### config.mk
export PLATFORM = sky130hd
export DESIGN_NAME = updi_rx_frame
export DESIGN_NICKNAME = d
export VERILOG_FILES = /design/src/rtl/updi_pkg.sv /design/src/rtl/updi_bit_timer.sv /design/src/rtl/updi_rx_frame.sv
export SDC_FILE = /design/constraint.sdc
export NUM_CORES = 1
export LEC_CHECK = 0
export BUFFER_PORTS_ARGS = -buffer_cell sky130_fd_sc_hd__buf_2
export CAP_MARGIN = 10
export CORE_MARGIN = 3
export CORE_UTILIZATION = 30
export DETAILED_ROUTE_END_ITERATION = 10
export GPL_TIMING_DRIVEN = 0
export PLACE_DENSITY = 0.51
export SLEW_MARGIN = 20
export SYNTH_ARGS = -nofsm -noshare
export SYNTH_HDL_FRONTEND = slang
export SYNTH_SLANG_ARGS = --single-unit
### constraint.sdc
create_clock -name i_clk -period 2.4 [get_ports i_clk]
set_clock_uncertainty 0.2 [all_clocks]
set_input_delay 0 -clock i_clk [delete_from_list [all_inputs] [get_ports i_clk]]
set_output_delay 0 -clock i_clk [all_outputs]
set_load 0.02 [all_outputs]
### src/rtl/updi_pkg.sv
// UPDI shared types and constants.
// Frame format helpers used by the rx and tx paths.
package updi_pkg;

  typedef enum logic [2:0] {
    IDLE,
    START,
    DATA,
    PARITY,
    STOP1,
    STOP2,
    BREAK
  } rx_state_e;

  localparam int UPDI_DATA_BITS  = 8;
  localparam int UPDI_FRAME_BITS = 12;
  localparam int UPDI_STOP_BITS  = 2;

  localparam logic [7:0] UPDI_SYNCH_CHAR = 8'h55;

  // Even parity bit for a data byte.
  function automatic logic updi_parity(
    input logic [UPDI_DATA_BITS-1:0] d
  );
    return ^d;
  endfunction

endpackage

### src/rtl/updi_bit_timer.sv
// UPDI bit timer.
// Strobes at mid-bit, counting from the last restart.
module updi_bit_timer #(
  parameter int CLK_DIV = 16
) (
  input  logic clk,
  input  logic rst_n,
  input  logic run,
  input  logic restart,
  output logic strobe
);

  localparam int W = $clog2(CLK_DIV);
  localparam logic [W-1:0] LAST = W'(CLK_DIV - 1);
  localparam logic [W-1:0] MID  = W'(CLK_DIV / 2 - 1);

  logic [W-1:0] cnt_q;

  // Free-running bit counter, parked at 0 when idle or restarted.
  always_ff @(posedge clk or negedge rst_n) begin
    if (!rst_n) begin
      cnt_q <= '0;
    end else if (restart || !run) begin
      cnt_q <= '0;
    end else if (cnt_q == LAST) begin
      cnt_q <= '0;
    end else begin
      cnt_q <= cnt_q + 1'b1;
    end
  end

  // Restart lands on a falling edge, so half a bit later is mid-bit.
  assign strobe = run && !restart && (cnt_q == MID);

endmodule

### src/rtl/updi_rx_frame.sv
// UPDI receive frame decoder.
// Recovers 8E2 frames, flags errors and BREAK, holds one byte.
module updi_rx_frame
  import updi_pkg::*;
#(
  parameter int CLK_DIV     = 16,
  parameter int SYNC_STAGES = 2
) (
  input  logic       i_clk,
  input  logic       i_rst,
  input  logic       i_rx,
  input  logic       i_rx_en,
  output logic [7:0] o_data,
  output logic       o_valid,
  input  logic       i_ready,
  output logic       o_parity_err,
  output logic       o_frame_err,
  output logic       o_break,
  output logic       o_overrun,
  output logic       o_busy
);

  logic [SYNC_STAGES-1:0] sync_q;
  logic                   rx_s;
  logic                   rx_q;
  logic                   fall;

  rx_state_e state_q;
  rx_state_e state_d;

  logic [UPDI_DATA_BITS-1:0] shift_q;
  logic [2:0]                bit_cnt_q;
  logic                      par_q;
  logic                      stop1_q;
  logic                      quiet_q;

  logic strobe;
  logic run;
  logic restart;
  logic shift_en;
  logic par_cap;
  logic stop1_cap;
  logic quiet_set;
  logic quiet_clr;
  logic good;
  logic perr;
  logic ferr;
  logic brk;
  logic accept;
  logic load;
  logic ovr;

  // Line synchroniser plus one flop for edge detect; idles high.
  always_ff @(posedge i_clk or negedge i_rst) begin
    if (!i_rst) begin
      sync_q <= '1;
      rx_q   <= 1'b1;
    end else begin
      sync_q <= {sync_q[SYNC_STAGES-2:0], i_rx};
      rx_q   <= rx_s;
    end
  end

  assign rx_s = sync_q[SYNC_STAGES-1];
  assign fall = rx_q && !rx_s;
  assign run  = (state_q != IDLE);

  updi_bit_timer #(
    .CLK_DIV (CLK_DIV)
  ) u_timer (
    .clk     (i_clk),
    .rst_n   (i_rst),
    .run     (run),
    .restart (restart),
    .strobe  (strobe)
  );

  // Frame sequencing and end-of-frame verdict.
  always_comb begin
    state_d   = state_q;
    restart   = 1'b0;
    shift_en  = 1'b0;
    par_cap   = 1'b0;
    stop1_cap = 1'b0;
    quiet_set = 1'b0;
    quiet_clr = 1'b0;
    good      = 1'b0;
    perr      = 1'b0;
    ferr      = 1'b0;
    brk       = 1'b0;
    if (state_q != IDLE && !i_rx_en) begin
      state_d = IDLE;
    end else begin
      unique case (state_q)
        IDLE: begin
          if (i_rx_en && fall) begin
            state_d = START;
            restart = 1'b1;
          end
        end
        START: begin
          if (strobe) begin
            state_d = rx_s ? IDLE : DATA;
          end
        end
        DATA: begin
          if (strobe) begin
            shift_en = 1'b1;
            if (bit_cnt_q == 3'd7) begin
              state_d = PARITY;
            end
          end
        end
        PARITY: begin
          if (strobe) begin
            par_cap = 1'b1;
            state_d = STOP1;
          end
        end
        STOP1: begin
          if (strobe) begin
            stop1_cap = 1'b1;
            if (!rx_s && shift_q == '0 && !par_q) begin
              state_d   = BREAK;
              quiet_clr = 1'b1;
            end else begin
              state_d = STOP2;
            end
          end
        end
        STOP2: begin
          if (strobe) begin
            state_d = IDLE;
            if (!stop1_q || !rx_s) begin
              ferr = 1'b1;
              if (!rx_s) begin
                state_d   = BREAK;
                quiet_set = 1'b1;
              end
            end else if (par_q != updi_parity(shift_q)) begin
              perr = 1'b1;
            end else begin
              good = 1'b1;
            end
          end
        end
        BREAK: begin
          if (rx_s) begin
            brk     = !quiet_q;
            state_d = IDLE;
          end
        end
        default: state_d = IDLE;
      endcase
    end
  end

  // State register and bit capture.
  always_ff @(posedge i_clk or negedge i_rst) begin
    if (!i_rst) begin
      state_q   <= IDLE;
      shift_q   <= '0;
      bit_cnt_q <= '0;
      par_q     <= 1'b0;
      stop1_q   <= 1'b0;
      quiet_q   <= 1'b0;
    end else begin
      state_q <= state_d;
      if (restart) begin
        bit_cnt_q <= '0;
      end else if (shift_en) begin
        bit_cnt_q <= bit_cnt_q + 3'd1;
      end
      if (shift_en) begin
        shift_q <= {rx_s, shift_q[UPDI_DATA_BITS-1:1]};
      end
      if (par_cap) begin
        par_q <= rx_s;
      end
      if (stop1_cap) begin
        stop1_q <= rx_s;
      end
      if (quiet_clr) begin
        quiet_q <= 1'b0;
      end else if (quiet_set) begin
        quiet_q <= 1'b1;
      end
    end
  end

  assign accept = o_valid && i_ready;
  assign load   = good && (!o_valid || i_ready);
  assign ovr    = good && o_valid && !i_ready;

  // One-entry holding register and one-cycle status pulses.
  always_ff @(posedge i_clk or negedge i_rst) begin
    if (!i_rst) begin
      o_data       <= 8'h00;
      o_valid      <= 1'b0;
      o_parity_err <= 1'b0;
      o_frame_err  <= 1'b0;
      o_break      <= 1'b0;
      o_overrun    <= 1'b0;
    end else begin
      if (load) begin
        o_data <= shift_q;
      end
      o_valid      <= load || (o_valid && !accept);
      o_parity_err <= perr;
      o_frame_err  <= ferr;
      o_break      <= brk;
      o_overrun    <= ovr;
    end
  end

  assign o_busy = (state_q != IDLE);

endmodule
== Word-level counts from Yosys, hierarchy flattened ==
Cells that the tools add are included.

* Add/sub/neg operators: 2
* Multiply operators: 0
* Divide/modulo/power cells: 0
* $lt $le $gt $ge: 0
* Eq/ne operators: 18
* Shifts and indexed selects: 0
* Muxes and demuxes: 56
* Bitwise gates (word level): 0
* Reduce and logical (&&, ||, !) cells: 33

{| class="wikitable"
|+ Operators with widths
! kind !! count
|-
| two-way mux 3 bit || 13
|-
| two-way mux 1 bit || 38
|-
| inequality test 3 bit (second input constant) || 8
|-
| case mux 3 bit (7 select lines) || 1
|-
| equality test 3 bit (second input constant) || 4
|-
| logical AND 1 bit || 12
|-
| logical NOT 1 bit || 10
|-
| logical NOT 8 bit || 1
|-
| two-way mux 4 bit || 2
|-
| AND reduction 8 bit || 1
|-
| XOR reduction 8 bit || 1
|-
| equality test 3 x 2 -> 1 bit (second input constant) || 2
|-
| adder 4 x 1 -> 4 bit (second input constant) || 1
|-
| equality test 4 x 3 -> 1 bit (second input constant) || 1
|-
| equality test 4 bit (second input constant) || 1
|-
| logical OR 1 bit || 4
|-
| two-way mux 2 bit || 2
|-
| nonzero test 2 bit || 2
|-
| adder 3 x 1 -> 3 bit (second input constant) || 1
|-
| equality test 3 x 1 -> 1 bit (second input constant) || 1
|-
| logical NOT 3 bit || 1
|-
| nonzero test 3 bit || 1
|-
| inequality test 1 bit || 1
|}

* Flip-flop bits (word level): 37
* Latch bits: 0
* Memory bits (writable): 0
* ROM bits: 0
* Input bits: 5
* Output and inout bits: 14
* Word-level logic and storage cells: 124
* Memories kept: 0

== Depth between registers and ports, before layout ==
Gate-level depths: netlist of the first run.

* Word-level depth: 14
* Gate-level depth with buffers: 7
* Gate-level depth less buffers: 6

== Cells and area by module ==
From an unflattened synthesis of the first run, not the netlist that was laid out.

* Cell total of the unflattened synthesis: 155
* Area, all modules: 1761.7 um^2

{| class="wikitable"
|+ Modules (own cells, without submodules)
! module !! instances !! cells each !! area each (um^2) !! sequential area each (um^2)
|-
| updi_rx_frame || 1 || 137 || 1570.3 || 829.5
|-
| updi_bit_timer || 1 || 18 || 191.4 || 100.1
|}

== Least setup slack after synthesis of the first run ==
OpenSTA, ideal clock, no wires.

* Kind: register -> register
* From: register shift_q[1]
* To: register o_data[0]
* Setup time: 125 ps
* Arrival: 1717 ps
* Required time: 2075 ps
* Slack: 358 ps
* Cell stages (with the launch flop): 7
* Buffers on the path: 0
* Clock period less this slack: 2042 ps
* Cells stage by stage: dfrtp_1 inv_1 ha_1 xnor3_1 xnor2_2 nand3_4 mux2_2

* Cells in the longest elaborated chain, start to end: 8

{| class="wikitable"
|+ RTL lines
! what !! line !! RTL
|-
| start, declared || updi_rx_frame.sv:31 || <nowiki>logic [UPDI_DATA_BITS-1:0] shift_q;</nowiki>
|-
| start signal, assigned || updi_rx_frame.sv:175 || <nowiki>shift_q <= {rx_s, shift_q[UPDI_DATA_BITS-1:1]};</nowiki>
|-
| XOR reduction 8 bit || updi_pkg.sv:25 || <nowiki>return ^d;</nowiki>
|-
| inequality test 1 bit || updi_rx_frame.sv:140 || <nowiki>end else if (par_q != updi_parity(shift_q)) begin</nowiki>
|-
| two-way mux 1 bit || updi_rx_frame.sv:140 ||
|-
| two-way mux 1 bit || updi_rx_frame.sv:134 || <nowiki>if (!stop1_q || !rx_s) begin</nowiki>
|-
| two-way mux 1 bit || updi_rx_frame.sv:132 || <nowiki>if (strobe) begin</nowiki>
|-
| two-way mux 1 bit || updi_rx_frame.sv:94 || <nowiki>unique case (state_q)</nowiki>
|-
| two-way mux 1 bit || updi_rx_frame.sv:91 || <nowiki>if (state_q != IDLE && !i_rx_en) begin</nowiki>
|-
| logical AND 1 bit || updi_rx_frame.sv:192 || <nowiki>assign load = good && (!o_valid || i_ready);</nowiki>
|-
| end signal, assigned || updi_rx_frame.sv:206 || <nowiki>o_data <= shift_q;</nowiki>
|-
| end, declared || updi_rx_frame.sv:13 || <nowiki>output logic [7:0] o_data,</nowiki>
|}

No other way between the ends.
A chain may end at the register's enable or synchronous reset.

== Final worst setup path of the first run ==
* From: register shift_q[1]
* To: register o_data[1]

* Cells in the longest elaborated chain, start to end: 8

{| class="wikitable"
|+ RTL lines
! what !! line
|-
| XOR reduction 8 bit || updi_pkg.sv:25
|-
| inequality test 1 bit || updi_rx_frame.sv:140
|-
| two-way mux 1 bit || updi_rx_frame.sv:140
|-
| two-way mux 1 bit || updi_rx_frame.sv:134
|-
| two-way mux 1 bit || updi_rx_frame.sv:132
|-
| two-way mux 1 bit || updi_rx_frame.sv:94
|-
| two-way mux 1 bit || updi_rx_frame.sv:91
|-
| logical AND 1 bit || updi_rx_frame.sv:192
|}

Several ways; a longest one is shown, not always the timed one.

==> results of run 1 <==
flip-flops by register name, summed over array words and instances, names as in the netlist:
name / count
sync_q: 2
rx_q: 1
o_valid: 1
quiet_q: 1
o_frame_err: 1
o_overrun: 1
o_break: 1
bit_cnt_q: 3
u_timer.cnt_q: 4
shift_q: 8
par_q: 1
state_q: 3
stop1_q: 1
o_data: 8
o_parity_err: 1
layer usage:
layer / up-vias / wire length, µm
li1: 599 / -
met1: 590 / 1530
met2: 19 / 1680
met3: 5 / 141
met4: 0 / 51
met5: - / 0
area by class of cell:
type | instances | area, µm² | area share, %
buffer | 7 | 52.6 | 2.49
clock buffer | 6 | 82.6 | 3.91
clock inverter | 2 | 13.8 | 0.652
inverter | 14 | 52.6 | 2.49
multi-input combinational | 100 | 766 | 36.3
sequential | 37 | 930 | 44.0
tap | 72 | 90.1 | 4.27
timing repair buffer | 21 | 125 | 5.92
cell usage after synthesis (2+ instances only):
cell type	number
a21oi_1	5
and2_1	2
and3_1	2
buf_4	2
buf_6	2
clkbuf_2	2
dfrtp_1	34
dfstp_2	3
ha_1	7
inv_1	14
mux2_2	12
mux2i_1	2
nand2_1	16
nand3b_1	3
nand4_1	2
nand4b_1	2
nor2_1	8
nor3_1	3
nor4_1	2
o21ai_0	5
o21ai_2	8
o31a_1	2
xnor2_1	2
path summary, 6_finish.rpt:
path | startpoint | endpoint | slack, ns | cells past startpoint
setup / recovery | shift_q[1] | o_data[1] | 0.23 | 6
hold / removal | i_rst | o_data[6] | 0.14 | 2
setup reg to reg | shift_q[1] | o_data[1] | 0.23 | 6
hold reg to reg | sync_q[0] | sync_q[1] | 0.16 | 0
max in group asynchronous | i_rst | state_q[2] | 1.34 | 2
min in group i_clk | i_rx | sync_q[0] | 0.16 | 2
placed cells by master, fill, tap and decap left out, types with 3 or more instances in the layout:
cell / Yosys / layout
o21ai_2: 8 / 8
dfrtp_1: 34 / 34
dlygate4sd3_1: 0 / 4
buf_2: 1 / 18
ha_1: 7 / 7
dfstp_2: 3 / 3
nand2_1: 16 / 16
a21oi_1: 5 / 5
inv_1: 14 / 14
nor2_1: 8 / 8
nor3_1: 3 / 3
o21ai_0: 5 / 5
nand3b_1: 3 / 3
clkbuf_8: 0 / 6
mux2_2: 12 / 12
cell families after synthesis:
| group | share of synthesized area, % |
|---|---|
| DFF | 51.6 |
| adders and majority gates | 4.86 |
| xor gates and xnor gates | 3.61 |
| buffers and inverters | 5.84 |
| and+or+nand+nor | 15.8 |
| AOI/OAI and AO/OA | 9.59 |
| muxes | 8.62 |
power breakdown:
group	total (mW)	switching [mW]	internal (mW)	leakage (nW)
sequential	0.719	0.0417	0.678	0.496
clock	0.460	0.227	0.233	0.0512
combinational	0.429	0.253	0.176	0.485
through the flow:
step / total power [mW] / util [%] / instances / hold slack, ns / cell area, µm²
floorplan: 1.05 / - / 158 / -0.496 / 1800
finish: 1.61 / 37.4 / 259 / 0.137 / 2110
detailed placement: 1.15 / 35.0 / 247 / -0.0925 / 1980
global placement: 1.14 / 35.0 / 247 / -0.0938 / 1980
CTS: 1.62 / 37.4 / 259 / 0.155 / 2110
global route: 1.71 / 37.4 / 259 / 0.150 / 2110
==> run summary, run 1 <==
buffer and inverter count on the worst path = 1
gpl congestion = 0.862
Synth Flop Type = dfrtp_1
die area = 6970 µm²
critical path class = reg -> reg
Post-synth ARST share = 100%
Hold/Removal Path Class = in -> async
status = finished clean
Synth top area share = 47.3%
CTS Buf Count = 5
diode count = 0
postcts setup bufs = 0
clock latency on the worst-skew pair = 0.29 ns
Relative slew margins = 45.0%
Post-layout nets = 198
Critical Path Sink Type = register
cell chain of the critical path = inv_1 > ha_1 > xnor3_1 > xnor2_2 > nand3_4 > mux2_2
Required @ worst endpoint = 2.38 ns
largest net degree at the start of global routing = 38
GR Overflow Total = 0
GR peak layer = met2
CP top delay family = XOR/XNOR gates
Synth Net Count = 170
Crit path largest cell delay = 0.41 ns
Final Hold Vio Count = 0
total global-route track usage = 10.6%
Synth area leader = dfrtp_1
clock sinks = 37
Final Setup Violations = 0
M2 GR Usage = 18.1%
vias in the first global route = 1,247
row cnt = 27
Startpoint Class = register
Syn Area/Cell = 11.4 µm²
Power Density = 761 nW/µm²
total negative setup slack = 0 ns
max-cap violations = 0
Resized cells post-CTS = 0
worst setup margin = 0.227 ns
PortBufs = 17
initial antenna violation count = 0
Chip Width = 83.5 µm
Peak VDD IR = 0.518 mV
CTS tree = yes
met1 Use GR = 12.8%
Routed wire per std cell = 13.2 µm
synth-to-layout area growth = 17.3%
Starting Density = 31.9%
Pre-Repair DR Iteration Count = 4
Tcrit/Tclk final = 90.6%
largest cells by area after synthesis = dfrtp_1 (47%), mux2_2 (7.5%), ha_1 (4.9%), dfstp_2 (4.4%), o21ai_2 (3.9%)
Core ar. = 5640 µm²
DRC = 0
Synth Register Bits = 37
Netlist cell types = 41
post-DP HPWL = 2500 µm
CP Max Fanout = 8
H-tree depth = 2
gate count after technology mapping = 158
Worst Tran Pin Value = 0.826 ns
Die H = 83.5 µm
antenna violation net count after detailed routing = 0
Total Wirelength = 3410 µm
Mapped Area = 1800 µm²
Post-synth EDFFs = 0
slowest CP cell = xnor3_1
reported leakage power = 1.03 nW
hold buffers post-CTS = 4
IO Pins = 19
max frequency = 460 MHz
Critical Path AT = 2.15 ns
Seq/Total Area, Yosys = 51.6%
clock-pin slew on the worst setup and hold paths = 0.08 ns
ratio of cells with drive above 1 in the final layout = 32.1%
Initial DRC Count = 45
Max Transition Viols Final = 0
CTS Buffer Depth = 2
first-pass GRT wire length = 5980 µm
via/cell ratio = 4.68
met3 Use GR = 3.16%
Root Buffer Master = clkbuf_8
Post-Place Setup Slack = 0.202 ns
FILL cells = 550
vias = 1,213
Tmin final = 2.17 ns
RSZ-0062 raised after global routing = false
Yosys Warn Count = 0
Note: power is estimated with default switching activity, not from simulation.
==> inputs of run 2 (changes only) <==
--- a/config.mk
+++ b/config.mk
@@ -8,10 +8,10 @@
 export BUFFER_PORTS_ARGS = -buffer_cell sky130_fd_sc_hd__buf_2
 export CAP_MARGIN = 10
 export CORE_MARGIN = 3
-export CORE_UTILIZATION = 30
+export CORE_UTILIZATION = 50
 export DETAILED_ROUTE_END_ITERATION = 10
 export GPL_TIMING_DRIVEN = 0
-export PLACE_DENSITY = 0.51
+export PLACE_DENSITY = 0.77
 export SLEW_MARGIN = 20
 export SYNTH_ARGS = -nofsm -noshare
 export SYNTH_HDL_FRONTEND = slang
==> constraint.sdc (replaced) <==
create_clock -name i_clk -period 1.92 [get_ports i_clk]
set_clock_uncertainty 0.2 [all_clocks]
set_input_delay 0 -clock i_clk [delete_from_list [all_inputs] [get_ports i_clk]]
set_output_delay 0 -clock i_clk [all_outputs]
set_load 0.02 [all_outputs]
==> run summary, run 2 (synthesis gave the netlist of run 1 again) <==
die area = 4360 µm²
ratio of cells with drive above 1 in the final layout = 45.0%
first-pass GRT wire length = 5610 µm
via/cell ratio = 5.30
Total Power = 2.06 mW
Final Hold Vio Count = 0
clock-pin slew on the worst setup and hold paths = 0.11 ns
status = finished with violations
Pre-Repair DR Iteration Count = 4
largest registers = o_data: 8 flops, shift_q: 8 flops, u_timer.cnt_q: 4 flops
Startpoint Class = register
most common cell after layout, fill and taps aside = dfrtp_1
total negative setup slack = -2.02 ns
r2r endpoint = o_data[3]
synth-to-layout area growth = 27.9%
max-cap violations = 0
Required @ worst endpoint = 1.96 ns
Tcrit/Tclk final = 113%
FILL cells = 243
CP Max Fanout = 8
Relative slew margins = 47.8%
worst setup margin = -0.244 ns
critical path class = reg -> reg
Worst Reg-to-Reg Cells = 6
slowest CP cell = xnor3_1
Multi-input gate area = 867 µm²
failing checks = setup timing
vias = 1,303
Max Transition Viols Final = 0
Final Setup Violations = 11
Die H = 66.0 µm
max frequency = 462 MHz
CTS Buf Count = 5
CTS Buffer Depth = 2
Initial DRC Count = 45
RSZ-0062 raised after global routing = true
GR Overflow Total = 0
gpl congestion = 0.869
Routed wire per std cell = 14.6 µm
buffer and inverter count on the worst path = 1
Critical Path Sink Type = register
Crit path largest cell delay = 0.43 ns
diode count = 0
reg-to-reg startpoint = shift_q[0]
total global-route track usage = 17.2%
H-tree depth = 2
most frequent cells in the layout = dfrtp_1 (34), buf_2 (18), buf_4 (13), inv_1 (12)
reported leakage power = 1.13 nW
Root Buffer Master = clkbuf_4
clock sinks = 37
Tmin final = 2.16 ns
vias in the first global route = 1,241
Chip Width = 66.0 µm
Critical Path AT = 2.21 ns
flop-to-flop setup slack = -0.24 ns
post-DP HPWL = 2220 µm
CP top delay family = XOR/XNOR gates
Total Wirelength = 3600 µm
Core ar. = 3390 µm²
Starting Density = 53.1%
CTS tree = yes
Post-layout nets = 211
row cnt = 21
IO Pins = 19
DRC = 0
Worst Tran Pin Value = 0.782 ns
antenna violation net count after detailed routing = 0
largest net degree at the start of global routing = 38
Seq. cell area = 930 µm²
Hold/Removal Path Class = in -> async
Power Density = 896 nW/µm²
cell chain of the critical path = inv_1 > ha_1 > xnor3_1 > xnor2_2 > nand3_4 > mux2_2
PortBufs = 17
clock latency on the worst-skew pair = 0.35 ns
Peak VDD IR = 0.635 mV
initial antenna violation count = 0
-- run 2: cell count changes in the layout (fill, tap and decap cells not counted), moves of 3 or more --
cell and delta:
buf_12 +3, ha_1 -3, nand2_1 -6, buf_4 +11
clkbuf_8 -4, nand2_4 +3, nand2_2 +3, clkbuf_4 +6
-- run 2: cell type report --
type | count | share of cell area (%)
tap | 46 | 2.50
clock buffer | 7 | 2.83
inverter | 14 | 2.28
clock inverter | 1 | 0.217
sequential | 37 | 40.4
multi-input combinational | 100 | 37.7
buffer | 7 | 3.15
timing repair buffer | 34 | 11.0
-- run 2: metrics by stage --
step	cell area [µm²]	setup WS (ns)	instances	hold WS (ns)	utilization, %
2_1_floorplan	1800	-0.122	158	-0.496	-
3_3_place_gp	1940	-0.263	221	-0.0935	57.3
3_5_place_dp	1940	-0.293	221	-0.0935	57.3
4_1_cts	2140	-0.261	240	0.0813	63.0
5_1_grt	2300	-0.374	246	0.0913	67.9
6_report	2300	-0.244	246	0.0565	67.9
-- run 2: routing by layer --
layer,vias to the layer above,wire (µm),share of wire [%],global-route usage (%)
li1,633,-,-,-
met1,636,1480,41,22.1
met2,26,1900,53,26.8
met3,8,159,4.4,4.76
met4,0,62,1.7,8.12
met5,-,0,0,0
-- run 2: worst max-delay path by stage --
stage	from	to	slack, ns	cells after the start
2_1_floorplan	shift_q[1]	o_data[0]	-0.12	6
3_3_place_gp	shift_q[1]	o_data[4]	-0.26	6
3_5_place_dp	shift_q[1]	o_data[3]	-0.29	6
4_1_cts	shift_q[0]	o_data[3]	-0.26	6
5_1_grt	shift_q[0]	o_data[3]	-0.37	6
6_report	shift_q[0]	o_data[3]	-0.24	6
-- run 2: worst reg2reg max path, cell delays in order (launching register included) --
cell	delay, ns
dfrtp_1	0.38
inv_1	0.06
ha_1	0.28
xnor3_1	0.43
xnor2_2	0.23
nand3_4	0.17
mux2_2	0.31
-- run 2: power by group --
part           switching, mW  internal, mW  leakage [nW]
Clock                  0.254         0.212        0.0413
Combinational          0.363         0.329         0.596
Sequential            0.0588         0.847         0.496
-- run 2: what timing repair did --
item | 4_1_cts | 5_1_grt
setup buffers | 7 | 5
hold buffers | 4 | 0
resized for setup | 8 | 22
gates cloned | 0 | 1
endpoints found under the setup margin | 21 | 24
pin swaps | 6 | 7
hold endpoints to repair | 46 | 0
